===== src/rtl/ifetch_queue_if.sv =====
// ifetch_queue_if: bundles the core-side fetch signals and the instruction
// memory req/ack bus of ifetch_queue.
//   master : the fetch queue (drives Ins/InsValid and the memory request)
//   slave  : the environment (core + instruction memory)
// Signals:
//   PC, Advance          core program counter / consume strobe
//   Ins, InsValid        instruction for PC and its validity
//   imem_req, imem_addr  fetch request and word address
//   imem_ack, imem_rdata completion strobe and fetched instruction
interface ifetch_queue_if;
  logic [31:0] PC;
  logic        Advance;
  logic [31:0] Ins;
  logic        InsValid;
  logic        imem_req;
  logic [31:0] imem_addr;
  logic        imem_ack;
  logic [31:0] imem_rdata;

  modport master (
    input  PC, Advance, imem_ack, imem_rdata,
    output Ins, InsValid, imem_req, imem_addr
  );

  modport slave (
    output PC, Advance, imem_ack, imem_rdata,
    input  Ins, InsValid, imem_req, imem_addr
  );
endinterface


===== src/rtl/ifetch_queue.sv =====
// ifetch_queue: instruction prefetch stage. Issues sequential word fetches to
// a variable-latency instruction memory, buffers {addr, data} pairs in a
// DEPTH-entry FIFO and presents the head entry to the core when its address
// matches PC. A PC that does not match the expected address is a redirect:
// the FIFO is flushed and fetching restarts at PC; an in-flight request is
// completed and its data dropped.
// Ports:
//   clk    rising-edge clock
//   reset  asynchronous active-low reset
//   bus    ifetch_queue_if.master (core side + imem req/ack bus)
module ifetch_queue #(
  parameter int unsigned DEPTH    = 4,
  parameter logic [31:0] RESET_PC = 32'h0000_0000,
  parameter logic [31:0] NOP      = 32'h0000_0013
) (
  input  logic           clk,
  input  logic           reset,
  ifetch_queue_if.master bus
);

  localparam int unsigned PW = $clog2(DEPTH);
  localparam int unsigned CW = PW + 1;

  typedef enum logic [1:0] {
    S_IDLE,
    S_WAIT,
    S_DISCARD
  } state_e;

  state_e         state_q, state_d;
  logic [CW-1:0]  count_q, count_d;
  logic [PW-1:0]  head_q, head_d;
  logic [PW-1:0]  tail_q, tail_d;
  logic [31:0]    fetch_addr_q, fetch_addr_d;
  logic [31:0]    imem_addr_q, imem_addr_d;

  logic [31:0]    fifo_addr_q [DEPTH];
  logic [31:0]    fifo_data_q [DEPTH];

  logic           push;
  logic           pop;
  logic           ins_valid;
  logic           redirect;
  logic [31:0]    head_addr;
  logic [31:0]    expected_addr;
  logic [31:0]    next_fetch;

  assign head_addr  = fifo_addr_q[head_q];
  assign ins_valid  = (count_q != '0) && (head_addr == bus.PC);
  assign pop        = bus.Advance && ins_valid;
  assign next_fetch = fetch_addr_q + 32'd4;

  // Address the core should be asking for if no branch/jump happened.
  always_comb begin
    if (count_q != '0)          expected_addr = head_addr;
    else if (state_q == S_WAIT) expected_addr = imem_addr_q;
    else                        expected_addr = fetch_addr_q;
  end

  assign redirect = (bus.PC != expected_addr) && !pop;

  assign bus.InsValid  = ins_valid;
  assign bus.Ins       = ins_valid ? fifo_data_q[head_q] : NOP;
  assign bus.imem_req  = (state_q != S_IDLE);
  assign bus.imem_addr = imem_addr_q;

  always_comb begin
    state_d      = state_q;
    count_d      = count_q;
    head_d       = head_q;
    tail_d       = tail_q;
    fetch_addr_d = fetch_addr_q;
    imem_addr_d  = imem_addr_q;
    push         = 1'b0;

    if (pop) begin
      head_d  = head_q + PW'(1);
      count_d = count_q - CW'(1);
    end

    case (state_q)
      S_IDLE: begin
        if (redirect) begin
          fetch_addr_d = bus.PC;
          count_d      = '0;
          head_d       = tail_q;
        end else if (count_q < CW'(DEPTH)) begin
          state_d     = S_WAIT;
          imem_addr_d = fetch_addr_q;
        end
      end

      S_WAIT: begin
        if (redirect) begin
          // The outstanding request must still complete; its data is stale.
          fetch_addr_d = bus.PC;
          count_d      = '0;
          head_d       = tail_q;
          state_d      = bus.imem_ack ? S_IDLE : S_DISCARD;
        end else if (bus.imem_ack) begin
          push         = 1'b1;
          tail_d       = tail_q + PW'(1);
          count_d      = count_q + CW'(1) - CW'(pop);
          fetch_addr_d = next_fetch;
          // Only keep requesting while the post-push FIFO still has room,
          // so a push can never land on a full FIFO.
          if (count_d < CW'(DEPTH)) imem_addr_d = next_fetch;
          else                      state_d     = S_IDLE;
        end
      end

      S_DISCARD: begin
        if (redirect)     fetch_addr_d = bus.PC;
        if (bus.imem_ack) state_d      = S_IDLE;
      end

      default: state_d = S_IDLE;
    endcase
  end

  always_ff @(posedge clk or negedge reset) begin
    if (!reset) begin
      state_q      <= S_IDLE;
      count_q      <= '0;
      head_q       <= '0;
      tail_q       <= '0;
      fetch_addr_q <= RESET_PC;
      imem_addr_q  <= RESET_PC;
    end else begin
      state_q      <= state_d;
      count_q      <= count_d;
      head_q       <= head_d;
      tail_q       <= tail_d;
      fetch_addr_q <= fetch_addr_d;
      imem_addr_q  <= imem_addr_d;
    end
  end

  // Entry storage carries no reset; count_q alone decides what is valid.
  always_ff @(posedge clk) begin
    if (push) begin
      fifo_addr_q[tail_q] <= imem_addr_q;
      fifo_data_q[tail_q] <= bus.imem_rdata;
    end
  end

endmodule


===== src/flat_wrapper.sv =====
// flat-port wrapper written by rule: the top's interface ports become plain ports
module ifetch_queue_flat 
#(
  parameter int unsigned DEPTH    = 4,
  parameter logic [31:0] RESET_PC = 32'h0000_0000,
  parameter logic [31:0] NOP      = 32'h0000_0013
)
  (clk, reset, bus_PC, bus_Advance, bus_imem_ack, bus_imem_rdata, bus_Ins, bus_InsValid, bus_imem_req, bus_imem_addr);
  ifetch_queue_if bus_i ();
  input  logic clk;
  input  logic reset;
  input wire logic [$bits(bus_i.PC)-1:0] bus_PC;
  input wire logic [$bits(bus_i.Advance)-1:0] bus_Advance;
  input wire logic [$bits(bus_i.imem_ack)-1:0] bus_imem_ack;
  input wire logic [$bits(bus_i.imem_rdata)-1:0] bus_imem_rdata;
  output wire logic [$bits(bus_i.Ins)-1:0] bus_Ins;
  output wire logic [$bits(bus_i.InsValid)-1:0] bus_InsValid;
  output wire logic [$bits(bus_i.imem_req)-1:0] bus_imem_req;
  output wire logic [$bits(bus_i.imem_addr)-1:0] bus_imem_addr;
  assign bus_i.PC = bus_PC;
  assign bus_i.Advance = bus_Advance;
  assign bus_i.imem_ack = bus_imem_ack;
  assign bus_i.imem_rdata = bus_imem_rdata;
  assign bus_Ins = bus_i.Ins;
  assign bus_InsValid = bus_i.InsValid;
  assign bus_imem_req = bus_i.imem_req;
  assign bus_imem_addr = bus_i.imem_addr;
  ifetch_queue #(.DEPTH(DEPTH), .RESET_PC(RESET_PC), .NOP(NOP)) u_core (.clk(clk), .reset(reset), .bus(bus_i));
endmodule

===== config.mk =====
export PLATFORM = sky130hd
export DESIGN_NAME = ifetch_queue_flat
export DESIGN_NICKNAME = d
export VERILOG_FILES = /design/src/rtl/ifetch_queue_if.sv /design/src/rtl/ifetch_queue.sv /design/src/flat_wrapper.sv
export SDC_FILE = /design/constraint.sdc
export NUM_CORES = 1
export LEC_CHECK = 0
export ABC_AREA = 1
export ABC_CLOCK_PERIOD_IN_PS = 14200
export CELL_PAD_IN_SITES_DETAIL_PLACEMENT = 0
export CELL_PAD_IN_SITES_GLOBAL_PLACEMENT = 1
export CORE_MARGIN = 2
export CORE_UTILIZATION = 50
export CTS_BUF_LIST = sky130_fd_sc_hd__clkbuf_8
export DETAILED_ROUTE_END_ITERATION = 16
export PLACE_DENSITY = 0.92
export SLEW_MARGIN = 15
export SYNTH_ARGS = -nofsm -noshare
export SYNTH_HDL_FRONTEND = slang
export SYNTH_SLANG_ARGS = --single-unit

===== constraint.sdc =====
create_clock -name clk -period 14.2 [get_ports clk]
set_input_delay 2.13 -clock clk [delete_from_list [all_inputs] [get_ports clk]]
set_output_delay 2.13 -clock clk [all_outputs]
set_load 0.01 [all_outputs]

==> results of run 1 <==
==> power groups by stage <==
stage	sequential, mW	clock (mW)	combinational (mW)
6_report	1.05	0.816	0.0973
5_1_grt	1.05	0.869	0.109
4_1_cts	1.05	0.827	0.0967
3_5_place_dp	1.07	0	0.0961
3_3_place_gp	1.06	0	0.0944
2_1_floorplan	1.06	0	0.0482
==> through the flow <==
stage	worst slack (ns)	instances
2_1_floorplan	7.98	1922
3_3_place_gp	7.14	2423
6_report	6.50	2528
5_1_grt	6.13	2528
4_1_cts	6.53	2526
3_5_place_dp	6.99	2423
==> critical path: stages (launching register included) <==
cell and delay (ns):
dfrtp_4 0.79, inv_4 0.64, buf_4 0.73, nand2_1 0.11, nand3_1 0.16, nand2_1 0.09
nand2_1 0.08, nand2_1 0.07, nor2_1 0.09, nand2_1 0.05, nor2_1 0.28, nand2_1 0.14
nor2_2 0.23, nand2_1 0.16, buf_4 0.27, a221oi_1 0.29, clkdlybuf4s50_1 0.62
==> cell type report <==
| type | instances | area, um2 | share of cell area |
|---|---|---|---|
| diodes | 2 | 5.00 | 0.000258 |
| inverters | 115 | 435 | 0.0225 |
| clock inverters | 46 | 284 | 0.0147 |
| repair buffers | 151 | 1460 | 0.0756 |
| flip-flops and latches | 329 | 9520 | 0.492 |
| well taps | 448 | 561 | 0.0289 |
| clock buffers | 57 | 785 | 0.0405 |
| multi-input cells | 1380 | 6310 | 0.326 |
==> per-layer routing <==
layer,up-vias,share of wire,track usage
met5,-,0,0
met1,6776,0.43,0.397
met4,0,0.029,0.101
met3,103,0.088,0.0522
li1,6715,-,-
met2,678,0.45,0.444
==> placed cells by master (no fill, tap or decap), types with 3 or more instances in the layout <==
master and instances:
clkdlybuf4s50_1 132, clkbuf_8 57, dfrtp_1 71, nand2_2 5, nand4_1 45, buf_4 19, nand2_1 783, nand3_1 267
inv_2 6, o221ai_1 3, xor2_1 26, nor2_4 7, nor3_1 11, nand3b_1 5, clkinv_1 13, inv_1 127
nor2_1 72, o21ai_1 16, edfxtp_1 256, a21oi_1 60, a221oi_1 29, o21ai_0 19, clkinv_2 7, nor4_1 6
ha_1 10, xnor2_1 8, bufinv_16 3
==> logic make-up (layout without fill, tap and decap cells) <==
group	count (synthesis)	count (layout)	share of synthesized area
AO/OA/AOI/OAI	131	131	0.0471
XOR/XNOR	34	34	0.0178
adder cells (fa/ha/maj)	10	10	0.00747
flip-flops	329	329	0.568
other	0	2	0
AND/OR/NAND/NOR	1205	1205	0.302
buffers and inverters	213	369	0.0574
==> worst paths after layout <==
check / depth (start not counted) / start / end / slack [ns]
worst max-delay path: 16 / u_core.head_q[0] / bus_Ins[16] / 6.50
worst min-delay path: 2 / u_core.fetch_addr_q[1] / u_core.fetch_addr_q[1] / 0.53
worst max register to register: 17 / u_core.head_q[0] / u_core.bus.imem_addr[2] / 7.97
worst min register to register: 2 / u_core.fetch_addr_q[1] / u_core.fetch_addr_q[1] / 0.53
max in group asynchronous: 2 / reset / u_core.head_q[0] / 11.70
min in group asynchronous: 1 / reset / u_core.fetch_addr_q[24] / 1.50
==> registers in the layout, summed over array words and instances, names as in the netlist <==
register,cells
u_core.fifo_data_q,128
u_core.head_q,2
u_core.count_q,3
u_core.state_q,2
u_core.fifo_addr_q,128
u_core.fetch_addr_q,32
u_core.tail_q,2
u_core.bus.imem_addr,32
==> flow_summary.json, run 1 <==
{
  "yosysMostFrequentCell": "nand2_1",
  "hp-class": "reg -> reg",
  "seqPwrFrac": 0.534,
  "setup_violations": 0,
  "postRouteWirelength_mm": 49.9,
  "cts_buffers": 55,
  "timing.final.crit_share": 0.542,
  "die-height_um": 187,
  "cp.arrival_ns": 5.57,
  "ys_seq_area_frac": 0.568,
  "fin_tns_setup_ns": 0,
  "outcome": "completed",
  "final_layout_size_suffix_gt1_frac": 0.0558,
  "viasPerCell": 5.65,
  "irDropWorstVdd_mv": 0.0665,
  "vias": 14272,
  "p_switching_mw": 0.454,
  "fin_area_um2": 19400,
  "max-cap-violations": 0,
  "cp_max_fo": 78,
  "hold_buffers": 0,
  "rsz0062_at_grt": "no",
  "synth_edf_count": 256,
  "critical_path_class": "reg -> out",
  "cts_tree": "done",
  "drc": 0,
  "cts_sinks": 329,
  "grt_max_degree": 79,
  "path_clk_slew_ns": 0.06,
  "power_leakage_nw": 8.26,
  "worst_pin_slew_ns": 1.05,
  "cts-resized-gates": 0,
  "p_total_mw": 1.96,
  "hold_slack_ns": 0.526,
  "die_w_um": 187,
  "finalHoldViolations": 0,
  "fill_cells": 2929,
  "overflow": 0,
  "yosysTopAreaCellShare": 0.459,
  "io_pins": 134,
  "synthFlopType": "edfxtp_1",
  "grtUsageTotal": 0.283,
  "ctsRootBufferMaster": "clkbuf_8",
  "fmax_mhz": 130,
  "worstSetupStartpointType": "register",
  "dieArea_um2": 35000,
  "core_area_um2": 33300,
  "synth_seq_cells": 329,
  "fin_worst_skew_ns": 0.0328,
  "gp_congestion": 0.928,
  "syn_area_per_cell_um2": 8.72,
  "first_iter_violations": 1507,
  "powerDensity_nw_per_um2": 101,
  "syn_area_um2": 16800,
  "synth_area_leaders": "edfxtp_1, nand2_1, dfrtp_1",
  "dpl_cell_area_um2": 18300,
  "cp.required_ns": 12.07,
  "slew_headroom": 0.299,
  "syn2layout_area_growth_pct": 15.6,
  "nNetsFinal": 2110,
  "final_core_util": 0.582,
  "swShare": 0.232,
  "grt_pass1_vias": 13502,
  "numPortBuffers": 133,
  "post-cts-setup-buffers": 0,
  "p_int_mw": 1.51,
  "drtAntennaViolNets": 0,
  "min_period_ns": 7.70,
  "async_flop_share": 0.222,
  "ys_types": 32,
  "antenna_found_initial": 2,
  "syn-num-nets": 2000,
  "drv_slew": 0,
  "row_count": 67,
  "cts_max_level": 2,
  "clock_latency_ns": 0.62,
  "synth_commonest_cells": "nand2_1, nand3_1, edfxtp_1",
  "pwr-share-comb": 0.050,
  "dpl.hpwl_mm": 32.0,
  "synth_top_cell_by_area": "edfxtp_1",
  "p_clk_frac": 0.416,
  "clk_path_buf_depth": 3,
  "grt_pass1_wl_mm": 76.6,
  "syn_inst": 1922,
  "yosysWarnings": 0,
  "wire_per_inst_um": 19.8,
  "initial_utilization": 0.503,
  "drt-pass1-iter-count": 5,
  "worstSetupEndpointType": "primary output"
}
(Power assumes the default switching activity.)
==> run 2, diff against run 1 <==
--- a/config.mk
+++ b/config.mk
@@ -6,14 +6,14 @@
 export NUM_CORES = 1
 export LEC_CHECK = 0
 export ABC_AREA = 1
-export ABC_CLOCK_PERIOD_IN_PS = 14200
+export ABC_CLOCK_PERIOD_IN_PS = 8000
 export CELL_PAD_IN_SITES_DETAIL_PLACEMENT = 0
 export CELL_PAD_IN_SITES_GLOBAL_PLACEMENT = 1
 export CORE_MARGIN = 2
-export CORE_UTILIZATION = 50
+export CORE_UTILIZATION = 46
 export CTS_BUF_LIST = sky130_fd_sc_hd__clkbuf_8
 export DETAILED_ROUTE_END_ITERATION = 16
-export PLACE_DENSITY = 0.92
+export PLACE_DENSITY = 0.86
 export SLEW_MARGIN = 15
 export SYNTH_ARGS = -nofsm -noshare
 export SYNTH_HDL_FRONTEND = slang
==> constraint.sdc (replaced) <==
create_clock -name clk -period 8 [get_ports clk]
set_input_delay 1.2 -clock clk [delete_from_list [all_inputs] [get_ports clk]]
set_output_delay 1.2 -clock clk [all_outputs]
set_load 0.01 [all_outputs]
==> flow_summary.json, run 2 (synthesis gave the netlist of run 1 again) <==
{
  "cp-startpoint": "u_core.head_q[0]",
  "critical_path_class": "reg -> out",
  "worstSetupStartpointType": "register",
  "fin_cells": 2540,
  "irDropWorstVdd_mv": 0.117,
  "cp.required_ns": 6.80,
  "rsz0062_at_grt": "no",
  "gp_congestion": 0.919,
  "seqCellArea_um2": 9520,
  "cts-resized-gates": 0,
  "path_cells": "inv_4 > buf_4 > nand2_1 > nand3_1 > nand2_1 > nand2_1 > nand2_1 > nor2_1 > nand2_1 > nor2_1 > nand2_1 > nor2_2 > nand2_1 > buf_4 > a221oi_1 > clkdlybuf4s50_1",
  "nNetsFinal": 2115,
  "mostFrequentLayoutCells": "nand2_1, nand3_1, edfxtp_1",
  "hold_buffers": 0,
  "power_leakage_nw": 8.29,
  "cp_slowest_stage_delay_ns": 0.77,
  "cp_max_fo": 60,
  "worstSetupEndpointType": "primary output",
  "cpLargestDelayFamily": "buffers and inverters",
  "crit_path_top_delay_cell": "dfrtp_4",
  "cp.arrival_ns": 5.22,
  "row_count": 69,
  "ctsRootBufferMaster": "clkbuf_8",
  "slew_headroom": 0.264,
  "viasPerCell": 5.50,
  "first_iter_violations": 1272,
  "die-height_um": 195,
  "min_period_ns": 6.42,
  "drt-pass1-iter-count": 6,
  "cpMostUsedCell": "nand2_1",
  "path_buf_inv": 4,
  "grt_max_degree": 73,
  "cts_tree": "done",
  "fin_worst_skew_ns": 0.0560,
  "fill_cells": 3251,
  "drc": 0,
  "final_common_cell": "nand2_1",
  "post-cts-setup-buffers": 0,
  "numPortBuffers": 133,
  "drtAntennaViolNets": 0,
  "dpl.hpwl_mm": 32.0,
  "postRouteWirelength_mm": 50.2,
  "path_clk_slew_ns": 0.06,
  "reg_top3": "u_core.fifo_addr_q x128, u_core.fifo_data_q x128",
  "core_area_um2": 35700,
  "vias": 13959,
  "wire_per_inst_um": 19.7,
  "finalHoldViolations": 0,
  "powerDensity_nw_per_um2": 179,
  "overflow": 0,
  "dieArea_um2": 38000,
  "placedCellCount": 2441,
  "setup_violations": 0,
  "cts_sinks": 329,
  "fmax_mhz": 156,
  "syn2layout_area_growth_pct": 16.0,
  "cts_max_level": 2,
  "cts_buffers": 54,
  "clk_path_buf_depth": 3,
  "hp-start": "u_core.fetch_addr_q[1]",
  "max-cap-violations": 0,
  "grtUsageTotal": 0.265,
  "fin_tns_setup_ns": 0,
  "timing.final.crit_share": 0.802,
  "worst_pin_slew_ns": 1.10,
  "initial_utilization": 0.469,
  "worstReg2RegStart": "u_core.head_q[0]",
  "final_layout_size_suffix_gt1_frac": 0.0563,
  "antenna_found_initial": 1,
  "outcome": "completed",
  "die_w_um": 195,
  "drv_slew": 0,
  "holdPathStages": 2,
  "reg2regPathDepth": 22,
  "clock_latency_ns": 0.67,
  "io_pins": 134,
  "cp.depth": 16,
  "grt_pass1_wl_mm": 77.2,
  "p_total_mw": 3.47,
  "hp-class": "reg -> reg",
  "grt_pass1_vias": 13457,
  "multi_input_area_um2": 6310
}
-- run 2: worst paths after layout --
| path | to | slack (ns) |
|---|---|---|
| hold / removal | u_core.fetch_addr_q[1] | 0.51 |
| max in group asynchronous | u_core.head_q[0] | 6.45 |
| setup reg to reg | u_core.bus.imem_addr[15] | 2.18 |
| hold reg to reg | u_core.fetch_addr_q[1] | 0.51 |
| min in group asynchronous | u_core.fetch_addr_q[3] | 0.53 |
| setup / recovery | bus_Ins[14] | 1.58 |
-- run 2: worst min-delay path, stage by stage, from the launching register on --
cell and delay, ns:
dfrtp_1 0.37, nand2_1 0.05, o21ai_0 0.06
-- run 2: cell type report --
class                      count  share of cell area
clock inverter                41              0.0136
inverter                     115              0.0223
timing repair buffer         157              0.0796
multi-input combinational   1380               0.325
clock buffer                  56              0.0397
antenna                        1            0.000129
sequential                   329               0.490
tap                          461              0.0297
-- run 2: per-layer routing --
metal / GRT usage / wire [um] / vias up
met4: 0.0992 / 1540 / 0
met1: 0.355 / 21700 / 6627
met2: 0.423 / 23100 / 527
met3: 0.0599 / 3870 / 91
li1: - / - / 6714
met5: 0 / 0 / -
-- run 2: per-stage QoR --
step | util | cell area [um2] | worst slack, ns | hold WS, ns
detailed placement | 0.514 | 18400 | 2.31 | 0.503
floorplan | - | 16800 | 2.71 | 0.475
global placement | 0.514 | 18400 | 2.34 | 0.500
global route | 0.544 | 19400 | 1.19 | 0.531
finish | 0.544 | 19400 | 1.58 | 0.515
CTS | 0.543 | 19400 | 1.57 | 0.484
-- run 2: report_power, final --
part           internal (mW)  switching [mW]
clock network          0.749           0.691
registers               1.84          0.0147
logic                 0.0672           0.109
